===== src/rtl/cog_ctr_sweep.sv =====
// Frequency-sweep sequencer for one cog counter: programs the mode, steps the frequency,
// dwells per step and captures the accumulated phase into a small result FIFO.
module cog_ctr_sweep #(
    parameter int unsigned FIFO_DEPTH = 4,
    parameter int unsigned DWELL_W    = 16,
    parameter int unsigned STEP_W     = 8
) (
    input  logic               clk_cog,
    input  logic               nres,
    input  logic [31:0]        cfg_ctr,
    input  logic [31:0]        cfg_frq_start,
    input  logic [31:0]        cfg_frq_step,
    input  logic [STEP_W-1:0]  cfg_steps,
    input  logic [DWELL_W-1:0] cfg_dwell,
    input  logic               start,
    input  logic               abort,
    output logic               busy,
    output logic               done,
    output logic               setctr,
    output logic               setfrq,
    output logic               setphs,
    output logic [31:0]        data,
    input  logic [32:0]        phs,
    output logic [31:0]        res_data,
    output logic               res_valid,
    input  logic               res_rd,
    output logic               res_ovf
);
    localparam int unsigned AW = $clog2(FIFO_DEPTH);
    localparam int unsigned CW = AW + 1;

    typedef enum logic [2:0] {
        StIdle, StCfgCtr, StCfgFrq, StClrPhs, StDwell, StCapture, StNext, StFinish
    } state_e;

    state_e             state_q, state_d;
    logic [31:0]        ctr_q, frq_step_q;
    logic [31:0]        cur_frq_q, cur_frq_d;
    logic [STEP_W-1:0]  steps_q, steps_d;
    logic [DWELL_W-1:0] dwell_q;
    logic [DWELL_W-1:0] dwell_cnt_q, dwell_cnt_d;
    logic               ovf_q, ovf_d;
    logic               load_cfg, push, pop, full;

    logic [31:0]        mem_q [FIFO_DEPTH];
    logic [AW-1:0]      wr_ptr_q, rd_ptr_q;
    logic [CW-1:0]      count_q;

    // Only the low 32 bits of the phase accumulator are captured.
    logic unused_phs_msb;
    assign unused_phs_msb = phs[32];

    assign full      = (count_q == CW'(FIFO_DEPTH));
    assign pop       = res_rd && (count_q != '0);
    assign res_valid = (count_q != '0);
    assign res_data  = mem_q[rd_ptr_q];
    assign res_ovf   = ovf_q;

    always_comb begin
        state_d     = state_q;
        cur_frq_d   = cur_frq_q;
        steps_d     = steps_q;
        dwell_cnt_d = dwell_cnt_q;
        ovf_d       = ovf_q;
        load_cfg    = 1'b0;
        push        = 1'b0;
        busy        = 1'b1;
        done        = 1'b0;
        setctr      = 1'b0;
        setfrq      = 1'b0;
        setphs      = 1'b0;
        data        = '0;
        unique case (state_q)
            StIdle: begin
                busy = 1'b0;
                if (start) begin
                    load_cfg  = 1'b1;
                    ovf_d     = 1'b0;
                    cur_frq_d = cfg_frq_start;
                    steps_d   = cfg_steps;
                    state_d   = (cfg_steps == '0) ? StFinish : StCfgCtr;
                end
            end
            StCfgCtr: begin
                setctr  = 1'b1;
                data    = ctr_q;
                state_d = abort ? StFinish : StCfgFrq;
            end
            StCfgFrq: begin
                setfrq  = 1'b1;
                data    = cur_frq_q;
                state_d = abort ? StFinish : StClrPhs;
            end
            StClrPhs: begin
                setphs      = 1'b1;
                dwell_cnt_d = (dwell_q == '0) ? DWELL_W'(1) : dwell_q;
                state_d     = abort ? StFinish : StDwell;
            end
            StDwell: begin
                dwell_cnt_d = dwell_cnt_q - DWELL_W'(1);
                if (abort) begin
                    state_d = StFinish;
                end else if (dwell_cnt_q <= DWELL_W'(1)) begin
                    state_d = StCapture;
                end
            end
            StCapture: begin
                if (abort) begin
                    state_d = StFinish;
                end else if (!full || pop) begin
                    push    = 1'b1;
                    state_d = (steps_q == STEP_W'(1)) ? StFinish : StNext;
                end else begin
                    ovf_d = 1'b1;
                end
            end
            StNext: begin
                if (abort) begin
                    state_d = StFinish;
                end else begin
                    cur_frq_d = cur_frq_q + frq_step_q;
                    steps_d   = steps_q - STEP_W'(1);
                    state_d   = StCfgFrq;
                end
            end
            StFinish: begin
                // Writing mode 0 turns the counter off.
                setctr  = 1'b1;
                done    = 1'b1;
                state_d = StIdle;
            end
            default: begin
                busy    = 1'b0;
                state_d = StIdle;
            end
        endcase
    end

    always_ff @(posedge clk_cog or negedge nres) begin
        if (!nres) begin
            state_q     <= StIdle;
            ctr_q       <= '0;
            frq_step_q  <= '0;
            dwell_q     <= '0;
            cur_frq_q   <= '0;
            steps_q     <= '0;
            dwell_cnt_q <= '0;
            ovf_q       <= 1'b0;
        end else begin
            state_q     <= state_d;
            cur_frq_q   <= cur_frq_d;
            steps_q     <= steps_d;
            dwell_cnt_q <= dwell_cnt_d;
            ovf_q       <= ovf_d;
            if (load_cfg) begin
                ctr_q      <= cfg_ctr;
                frq_step_q <= cfg_frq_step;
                dwell_q    <= cfg_dwell;
            end
        end
    end

    always_ff @(posedge clk_cog or negedge nres) begin
        if (!nres) begin
            for (int i = 0; i < FIFO_DEPTH; i++) begin
                mem_q[i] <= '0;
            end
            wr_ptr_q <= '0;
            rd_ptr_q <= '0;
            count_q  <= '0;
        end else begin
            if (push) begin
                mem_q[wr_ptr_q] <= phs[31:0];
                wr_ptr_q        <= wr_ptr_q + AW'(1);
            end
            if (pop) begin
                rd_ptr_q <= rd_ptr_q + AW'(1);
            end
            case ({push, pop})
                2'b10:   count_q <= count_q + CW'(1);
                2'b01:   count_q <= count_q - CW'(1);
                default: count_q <= count_q;
            endcase
        end
    end

endmodule

===== config.mk =====
export PLATFORM = sky130hd
export DESIGN_NAME = cog_ctr_sweep
export DESIGN_NICKNAME = d
export VERILOG_FILES = /design/src/rtl/cog_ctr_sweep.sv
export SDC_FILE = /design/constraint.sdc
export NUM_CORES = 1
export LEC_CHECK = 0
export BUFFER_PORTS_ARGS = -buffer_cell sky130_fd_sc_hd__buf_4
export CAP_MARGIN = 30
export CORE_AREA = 8 8 245 247
export CTS_CLUSTER_DIAMETER = 200
export DETAILED_ROUTE_END_ITERATION = 16
export DIE_AREA = 0 0 253 255
export HOLD_SLACK_MARGIN = 0.12
export SETUP_SLACK_MARGIN = 0.1
export SYNTH_ARGS = -nofsm -noshare
export SYNTH_HDL_FRONTEND = slang
export SYNTH_SLANG_ARGS = --single-unit

===== constraint.sdc =====
create_clock -name clk_cog -period 3.2 [get_ports clk_cog]
set_input_delay 0.64 -clock clk_cog [delete_from_list [all_inputs] [get_ports clk_cog]]
set_output_delay 0.64 -clock clk_cog [all_outputs]
set_load 0.05 [all_outputs]

==> impl_metrics.env, run 1 <==
export IMPL_vdd_ir_drop_worst_uv=546.7
export IMPL_power_density_nw_per_um2=1154
export IMPL_critPathTopFamily="compound AO/OA/AOI/OAI gates"
export IMPL_antenna_found_initial=8
export IMPL_rsz0062_at_grt="no"
export IMPL_final_setup_skew_ps=18.19
export IMPL_finalNonFillerCells=2164
export IMPL_grt_pass1_wl_um=63070
export IMPL_cp_max_fo=3
export IMPL_hp_class="in -> reg"
export IMPL_p_int_mw=12.11
export IMPL_yosysMostFrequentCell="dfrtp_1"
export IMPL_path_clk_slew_ps=60
export IMPL_start_util_pct=24.78
export IMPL_setup_viol=0
export IMPL_synthArstFlopShare_pct=100.0
export IMPL_max_stage_delay_ps=400
export IMPL_numCtsBuffers=36
export IMPL_endpoint="cur_frq_q[30]"
export IMPL_fill_cells=5676
export IMPL_synthFlopType="dfrtp_1"
export IMPL_fp_row_count=87
export IMPL_synth_cell_area_um2=13870
export IMPL_grt_overflow_total=0
export IMPL_yosys_area_top_type_share_pct=49.63
export IMPL_crit_slowest_cell="dfrtp_1"
export IMPL_ios=229
export IMPL_place_congestion=0.8349
export IMPL_die_h_um=255
export IMPL_yosysSeqAreaShare_pct=49.63
export IMPL_core_area_um2=55950
export IMPL_syn_area_per_cell_um2=11.99
export IMPL_regArea_um2=6883
export IMPL_routed_wirelength_um=40330
export IMPL_seq_power_share_pct=30.6
export IMPL_ant_nets=0
export IMPL_fin_nets=1584
export IMPL_cts_tree="yes"
export IMPL_grt_pass1_vias=10890
export IMPL_num_vias=10160
export IMPL_fin_crit_ps=2957
export IMPL_vias_per_cell=4.695
export IMPL_clock_sinks=275
export IMPL_yosysTopAreaCell="dfrtp_1"
export IMPL_rr_startpoint="cur_frq_q[0]"
export IMPL_synthCells=1157
export IMPL_period_share_pct=92.40
export IMPL_synth_seq_cells=275
export IMPL_placedCellCount=2100
export IMPL_startpoint_type="register"
export IMPL_yosysUniqueCellTypes=66
export IMPL_switching_share_pct=41.30
export IMPL_worstMarginPinSlew_ps=960.7
export IMPL_cp_required_ps=3620
export IMPL_place_hpwl_um=29090
export IMPL_clkPwrFrac_pct=20.3
export IMPL_portBuffers=227
export IMPL_grt_use_total_pct=12.39
export IMPL_synth_common_cells="dfrtp_1 (275), mux2_2 (207), nand2_1 (80)"
export IMPL_path_class="reg -> reg"
export IMPL_max_freq_mhz=338.2
export IMPL_area_growth_pct=28.96
export IMPL_first_pass_iters=5
export IMPL_wl_per_cell_um=18.64
export IMPL_layout_drive_gt1_share_pct=41.12
export IMPL_hp_start="cfg_dwell[0]"
export IMPL_chipWidth_um=253
export IMPL_status="completed"
export IMPL_relSlewSlack_pct=35.95
export IMPL_grt_max_degree=68
export IMPL_drv_cap=0
export IMPL_syn_num_nets=1357
export IMPL_critPathLaunch="cur_frq_q[0]"
export IMPL_netSwitchingPower_mw=8.522
export IMPL_htreeDepth=2
export IMPL_arrival_ps=3380
export IMPL_synthTopCellsByArea="dfrtp_1 (50%), mux2_2 (17%), mux4_2 (5.2%), ha_1 (3.6%), a21oi_1 (2.2%)"
export IMPL_path_cells="ha_2 > fa_2 > a211o_1 > a211oi_4 > nor4_2 > o31a_1 > o21ai_2 > a21oi_2 > a31oi_2 > mux2i_1 > nand3_1"
export IMPL_crit_buf_inv=0
export IMPL_end_kind="register"
export IMPL_r2r_end="cur_frq_q[30]"
export IMPL_crit_cells=11
export IMPL_synth_edff_count=0
export IMPL_combPwrFrac_pct=49.1
export IMPL_die_area_um2=64520
export IMPL_r2r_cells=11
export IMPL_diodes=0
export IMPL_setup_tns_ps=0
export IMPL_leakage_nw=8.106
export IMPL_clock_latency_ps=530
export IMPL_root_buffer="clkbuf_16"
export IMPL_cts_buffer_depth=3
export IMPL_drtIter0Drc=354
export IMPL_reg2reg_slack_ps=240
export IMPL_slew_violations=0
export IMPL_drc=0
export IMPL_hold_viol_final=0
export IMPL_synth_warnings=0
export IMPL_multi_input_area_um2=6648
[layout make-up]
cell class	instances	share of cell area (%)
Sequential cell	275	38.49
Multi-Input combinational cell	788	37.17
Timing Repair Buffer	256	11.57
Clock buffer	47	5.835
Tap cell	756	5.289
Clock inverter	15	1.077
Inverter	27	0.5667
[power groups by stage]
stage	logic (mW)	registers (mW)	clock network (mW)
2_1_floorplan	7.74	5.88	0
3_3_place_gp	10.0	6.28	0
3_5_place_dp	10.2	6.40	0
4_1_cts	10.2	6.34	4.33
5_1_grt	11.0	6.56	4.47
6_report	10.1	6.32	4.19
[metal layers]
layer  GRT usage, %  vias up  share of wire [%]  routed length, um
met5              0        -               0.14                 56
met2          20.18      278                 46              18620
met1          15.19     5077                 43              17230
met4          3.567        8                2.3                912
met3          4.751       58                8.7               3514
li1               -     4738                  -                  -
[cells in the final DEF (no fill, tap or decap), types with 7 or more instances in the layout]
master and count:
a21o_1 13, a21oi_1 62, a22o_1 32, a31oi_1 9
and3_1 9, buf_12 11, buf_4 243, clkbuf_16 37
clkbuf_8 8, dfrtp_1 274, ha_1 39, inv_1 27
mux2_2 207, mux4_2 32, nand2_1 76, nand3_1 22
nor2_1 56, nor3_1 13, nor4_1 13, o211ai_1 7
o21ai_0 48, o21bai_1 8, xnor2_1 16, xor2_1 12
[through the flow]
stage	total power [mW]	instance area, um^2	hold WS (ps)	worst slack (ps)	utilization, %
2_1_floorplan	13.62	13870	344.4	268.9	-
3_3_place_gp	16.29	16620	472.6	74.54	29.70
3_5_place_dp	16.56	16620	488.7	94.78	29.70
4_1_cts	20.90	17870	286.5	106.9	31.94
5_1_grt	22.06	17880	298.7	116.4	31.96
6_report	20.63	17880	315.6	243.3	31.96
[timing repair]
item,in CTS,in global routing
cloned,0,0
endpoints found under the setup margin,1,4
hold endpoints to repair,63,0
pin swaps,0,3
resized for setup,1,2
buffers inserted,0,1
hold buffers,1,0
[logic make-up (layout without fill, tap and decap cells)]
kind of cell	Yosys count	in the layout	share of synthesized area, %
flops	275	275	49.63
mux	243	243	22.30
compound gates	242	242	11.73
simple gates	233	233	7.994
buf+inv	94	345	2.680
fa+ha+maj	42	42	3.898
xor+xnor	28	28	1.768
[how the worst min path moves through the flow]
stage | endpoint | slack, ps | depth (start not counted)
after CTS | dwell_q[0] | 290 | 3
after detailed placement | mem_q[32] | 490 | 1
final | dwell_q[0] | 320 | 3
after global routing | dwell_q[0] | 300 | 3
after global placement | count_q[2] | 470 | 1
after floorplan | count_q[0] | 340 | 0
[state kept, by name, indices dropped and copies added (netlist names), 2 cells and up]
name / cells
wr_ptr_q: 2
rd_ptr_q: 2
count_q: 3
frq_step_q: 32
steps_q: 8
ctr_q: 32
dwell_q: 16
cur_frq_q: 32
state_q: 3
mem_q: 128
dwell_cnt_q: 16
[worst register-to-register path: stages, from the launching register on]
cell	delay, ps
dfrtp_1	400
ha_2	210
fa_2	350
a211o_1	340
a211oi_4	330
nor4_2	120
o31a_1	300
o21ai_2	170
a21oi_2	100
a31oi_2	220
mux2i_1	220
nand3_1	90
Note: power is estimated with default switching activity, not from simulation.
==> run 2: changes to the inputs <==
--- a/config.mk
+++ b/config.mk
@@ -11,6 +11,7 @@
 export CTS_CLUSTER_DIAMETER = 200
 export DETAILED_ROUTE_END_ITERATION = 16
 export DIE_AREA = 0 0 253 255
+export GPL_TIMING_DRIVEN = 0
 export HOLD_SLACK_MARGIN = 0.12
 export SETUP_SLACK_MARGIN = 0.1
 export SYNTH_ARGS = -nofsm -noshare
==> impl_metrics.env, run 2 (synthesis gave the netlist of run 1 again) <==
export IMPL_die_area_um2=64520
export IMPL_area_growth_pct=29.50
export IMPL_status="completed"
export IMPL_hold_viol_final=0
export IMPL_clock_sinks=275
export IMPL_grt_overflow_total=0
export IMPL_leakage_nw=8.151
export IMPL_path_class="reg -> reg"
export IMPL_die_h_um=255
export IMPL_fin_ws_ps=190.5
export IMPL_largest_reg_flops=128
export IMPL_routed_wl_met3_um=2840
export IMPL_cts_tree="yes"
export IMPL_start_util_pct=24.78
export IMPL_place_congestion=0.8604
export IMPL_grt_pass1_wl_um=67530
export IMPL_final_common_cell="dfrtp_1"
export IMPL_final_setup_skew_ps=34.09
export IMPL_hold_ws_ps=308.5
export IMPL_relSlewSlack_pct=47.94
export IMPL_hp_class="in -> reg"
export IMPL_cts_buffer_depth=3
export IMPL_period_share_pct=94.05
export IMPL_ant_nets=0
export IMPL_r2r_cells=11
export IMPL_vias_per_cell=4.713
export IMPL_dp_slack_ps=-274.0
export IMPL_arrival_ps=3440
export IMPL_critPathTopFamily="compound AO/OA/AOI/OAI gates"
export IMPL_startpoint_type="register"
export IMPL_numCtsBuffers=36
export IMPL_clock_latency_ps=540
export IMPL_drtIter0Drc=504
export IMPL_routed_wirelength_um=44130
export IMPL_htreeDepth=2
export IMPL_grt_max_degree=102
export IMPL_setup_viol=0
export IMPL_fin_nets=1628
export IMPL_first_pass_iters=5
export IMPL_max_freq_mhz=332.3
export IMPL_endpoint="cur_frq_q[30]"
export IMPL_r2r_end="cur_frq_q[30]"
export IMPL_final_cell_mix="dfrtp_1 (275), buf_4 (231), mux2_2 (207)"
export IMPL_setup_tns_ps=0
export IMPL_grt_use_total_pct=13.49
export IMPL_wl_per_cell_um=19.96
export IMPL_critPathLaunch="frq_step_q[0]"
export IMPL_rr_startpoint="frq_step_q[0]"
export IMPL_reg2reg_slack_ps=190
export IMPL_cp_required_ps=3630
export IMPL_num_vias=10420
export IMPL_place_hpwl_um=33360
export IMPL_vdd_ir_drop_worst_uv=801.1
export IMPL_root_buffer="clkbuf_16"
export IMPL_path_cells="ha_2 > fa_2 > a211o_1 > a211oi_4 > nor4_2 > o31a_1 > o21ai_2 > a21oi_2 > a31oi_2 > mux2i_1 > nand3_1"
export IMPL_crit_buf_inv=0
export IMPL_fin_crit_ps=3009
export IMPL_drc=0
export IMPL_met1_length_um=19590
export IMPL_grt_pass1_vias=11210
export IMPL_layout_drive_gt1_share_pct=39.64
export IMPL_portBuffers=227
export IMPL_routed_wl_met2_um=20610
export IMPL_final_util_pct=32.10
export IMPL_antenna_found_initial=5
export IMPL_maxUsedRoutingLayer="met5"
export IMPL_top_register="mem_q"
export IMPL_final_cell_area_um2=17960
export IMPL_cp_max_fo=3
export IMPL_chipWidth_um=253
export IMPL_end_kind="register"
export IMPL_drv_cap=0
export IMPL_max_stage_delay_ps=400
export IMPL_core_area_um2=55950
export IMPL_power_density_nw_per_um2=1167
export IMPL_slew_violations=0
export IMPL_path_clk_slew_ps=60
export IMPL_crit_slowest_cell="dfrtp_1"
export IMPL_rsz0062_at_grt="yes"
export IMPL_worstMarginPinSlew_ps=780.8
export IMPL_ios=229
export IMPL_place_area_um2=16590
export IMPL_fp_row_count=87
export IMPL_crit_cells=11
==> run 2: cell types whose count changed in the layout (fill, tap and decap cells not counted), moves of 3 or more <==
| cell | delta |
|---|---|
| buf_1 | +11 |
| buf_12 | -11 |
| buf_2 | +9 |
| buf_4 | -12 |
| clkbuf_1 | +33 |
| clkbuf_2 | +6 |
| clkbuf_4 | +5 |
| clkinvlp_4 | -3 |
| nand2_1 | +4 |
| nand2_2 | -4 |
==> run 2: layout make-up <==
type                       instances  area, um^2
fill                            5698       37990
sequential                       275        6882
multi-input combinational        788        6653
timing repair buffer             234        1814
clock buffer                      50        1055
tap                              756       945.9
buffer                            66       320.3
clock inverter                    13       182.7
inverter                          27       101.3
antenna                            2       5.005
==> run 2: metal layers <==
layer / vias up / global-route usage, %
met4: 4 / 4.191
met2: 312 / 22.31
met3: 75 / 3.452
met1: 5191 / 17.23
li1: 4838 / -
met5: - / 0
==> run 2: report_power, final <==
group | leakage [nW] | internal, mW | switching, mW
combinational | 4.10 | 4.38 | 6.11
clock | 0.609 | 2.63 | 1.58
sequential | 3.44 | 5.13 | 1.13
total | 8.15 | 12.1 | 8.82
==> run 2: repair_timing <==
item                       CTS  global route
buffers inserted             2             1
gates resized for setup     37            10
setup endpoints to repair   64            44
hold buffers                 1             0
hold endpoints to repair     8             0
pin swaps                    3             3
==> run 2: worst min-delay path, stage by stage <==
cell and delay [ps]:
buf_4 80, nand2_1 30, o21ai_0 60
==> run 2: worst min path at each step <==
stage / startpoint / endpoint / slack [ps] / depth (start not counted)
6_report: cfg_dwell[0] / dwell_q[0] / 310 / 3
5_1_grt: cfg_ctr[12] / ctr_q[12] / 310 / 2
4_1_cts: cfg_dwell[0] / dwell_q[0] / 270 / 3
3_5_place_dp: count_q[2] / count_q[2] / 470 / 1
3_3_place_gp: count_q[2] / count_q[2] / 460 / 1
2_1_floorplan: nres / count_q[0] / 340 / 0
==> run 2: metrics by stage <==
stage	total power, mW	instances
after floorplan	13.62	1157
after global placement	16.45	2140
after detailed placement	16.71	2143
after CTS	21.17	2208
after global routing	22.31	2209
final	20.96	2211
==> run 3: changes to the inputs <==
--- a/config.mk
+++ b/config.mk
@@ -7,12 +7,13 @@
 export LEC_CHECK = 0
 export BUFFER_PORTS_ARGS = -buffer_cell sky130_fd_sc_hd__buf_4
 export CAP_MARGIN = 30
-export CORE_AREA = 8 8 245 247
+export CORE_AREA = 8 8 165 167
 export CTS_CLUSTER_DIAMETER = 200
 export DETAILED_ROUTE_END_ITERATION = 16
-export DIE_AREA = 0 0 253 255
+export DIE_AREA = 0 0 173 175
 export GPL_TIMING_DRIVEN = 0
 export HOLD_SLACK_MARGIN = 0.12
+export PLACE_DENSITY = 0.86
 export SETUP_SLACK_MARGIN = 0.1
 export SYNTH_ARGS = -nofsm -noshare
 export SYNTH_HDL_FRONTEND = slang
==> impl_metrics.env, run 3 (synthesis gave the netlist of run 1 again) <==
export IMPL_clock_sinks=275
export IMPL_top_register="mem_q"
export IMPL_area_growth_pct=23.87
export IMPL_fin_crit_ps=3038
export IMPL_numCtsBuffers=29
export IMPL_dp_slack_ps=-163.8
export IMPL_chipWidth_um=173
export IMPL_grt_use_total_pct=25.79
export IMPL_vdd_ir_drop_worst_uv=864.9
export IMPL_first_pass_iters=5
export IMPL_setup_viol=0
export IMPL_drtIter0Drc=1031
export IMPL_grt_pass1_vias=11420
export IMPL_ant_nets=0
export IMPL_setup_tns_ps=0
export IMPL_clock_latency_ps=550
export IMPL_path_clk_slew_ps=60
export IMPL_grt_pass1_wl_um=62770
export IMPL_path_class="reg -> reg"
export IMPL_rsz0062_at_grt="yes"
export IMPL_fin_ws_ps=161.8
export IMPL_cts_tree="yes"
export IMPL_ios=229
export IMPL_max_stage_delay_ps=380
export IMPL_die_h_um=175
export IMPL_root_buffer="clkbuf_16"
export IMPL_wl_per_cell_um=22.26
export IMPL_arrival_ps=3470
export IMPL_grt_overflow_total=0
export IMPL_cts_buffer_depth=3
export IMPL_layout_drive_gt1_share_pct=39.00
export IMPL_slew_violations=0
export IMPL_crit_buf_inv=0
export IMPL_vias_per_cell=6.097
export IMPL_start_util_pct=56.20
export IMPL_die_area_um2=30280
export IMPL_drc=0
export IMPL_portBuffers=227
export IMPL_report_power_total_mw=20.37
export IMPL_final_common_cell="dfrtp_1"
export IMPL_max_freq_mhz=329.1
export IMPL_end_kind="register"
export IMPL_num_vias=10830
export IMPL_htreeDepth=1
export IMPL_largest_reg_flops=128
export IMPL_leakage_nw=8.023
export IMPL_hold_viol_final=0
export IMPL_placedCellCount=1716
export IMPL_routed_wirelength_um=39550
export IMPL_finalNonFillerCells=1777
export IMPL_startpoint_type="register"
export IMPL_fin_nets=1623
export IMPL_status="completed"
export IMPL_fp_row_count=58
export IMPL_final_util_pct=69.62
export IMPL_drv_cap=0
export IMPL_cp_max_fo=3
export IMPL_final_setup_skew_ps=6.286
export IMPL_core_area_um2=24670
export IMPL_path_cells="ha_2 > fa_2 > a211o_1 > a211oi_4 > nor4_2 > o31a_1 > o21ai_2 > a21oi_2 > a31oi_2 > mux2i_1 > nand3_1"
export IMPL_period_share_pct=94.94
export IMPL_antenna_found_initial=2
export IMPL_power_density_nw_per_um2=1186
export IMPL_worstMarginPinSlew_ps=921.3
export IMPL_place_hpwl_um=27880
export IMPL_place_congestion=0.9423
export IMPL_crit_slowest_cell="dfrtp_1"
export IMPL_final_cell_mix="dfrtp_1 (275), buf_4 (234), mux2_2 (207)"
export IMPL_hp_class="in -> reg"
export IMPL_critPathTopFamily="compound AO/OA/AOI/OAI gates"
export IMPL_grt_max_degree=120
export IMPL_relSlewSlack_pct=38.58
export IMPL_cp_required_ps=3630
-- run 3: cell types whose count changed in the layout (fill, tap and decap cells not counted), sizes merged --
cell	before	now
clkbuf	93	79
buf	256	259
clkinv	6	9
clkinvlp	1	3
diode	2	1
inv	29	28
-- run 3: repair_timing --
action / in CTS / in global routing
endpoints found under the setup margin: 63 / 60
hold buffers: 1 / 0
resized for setup: 28 / 13
setup buffers: 5 / 1
pin swaps: 6 / 5
hold endpoints to repair: 46 / 0
-- run 3: area by class of cell --
| class | instances | area (um^2) |
|---|---|---|
| tap | 330 | 412.9 |
| clock buffer | 37 | 805.8 |
| antenna | 1 | 2.502 |
| buffer | 66 | 309.0 |
| clock inverter | 17 | 203.9 |
| multi-input combinational | 788 | 6639 |
| sequential | 275 | 6882 |
| timing repair buffer | 236 | 1822 |
| inverter | 27 | 101.3 |
| fill | 1719 | 7496 |
-- run 3: stage by stage --
step                cell area, um^2  hold slack, ps
floorplan                     13870           344.4
global placement              15980           463.1
detailed placement            16050           482.6
CTS                           17150           294.4
global route                  17180           305.7
finish                        17180           317.5
-- run 3: power breakdown --
group	internal [mW]	switching, mW
clock network	2.11	1.45
registers	5.13	1.20
logic	4.38	6.11
total	11.6	8.76
-- run 3: final timing paths --
kind                               startpoint             to  slack, ps  cells after the start
min in group asynchronous                nres      mem_q[68]        600                      2
worst max-delay path            frq_step_q[0]  cur_frq_q[30]        160                     11
worst min register to register     count_q[2]     count_q[2]        500                      1
worst max register to register  frq_step_q[0]  cur_frq_q[30]        160                     11
worst min-delay path            cfg_dwell[10]    dwell_q[10]        320                      2
max in group asynchronous                nres     mem_q[111]       1700                      3
-- run 3: per-layer routing --
metal  global-route usage, %  share of wire, %  up-vias
met2                   41.85                47      495
met3                   5.871               7.8      103
met4                   10.53               4.0        2
met5                  0.9967             0.033        -
li1                        -                 -     4823
met1                   33.05                41     5411
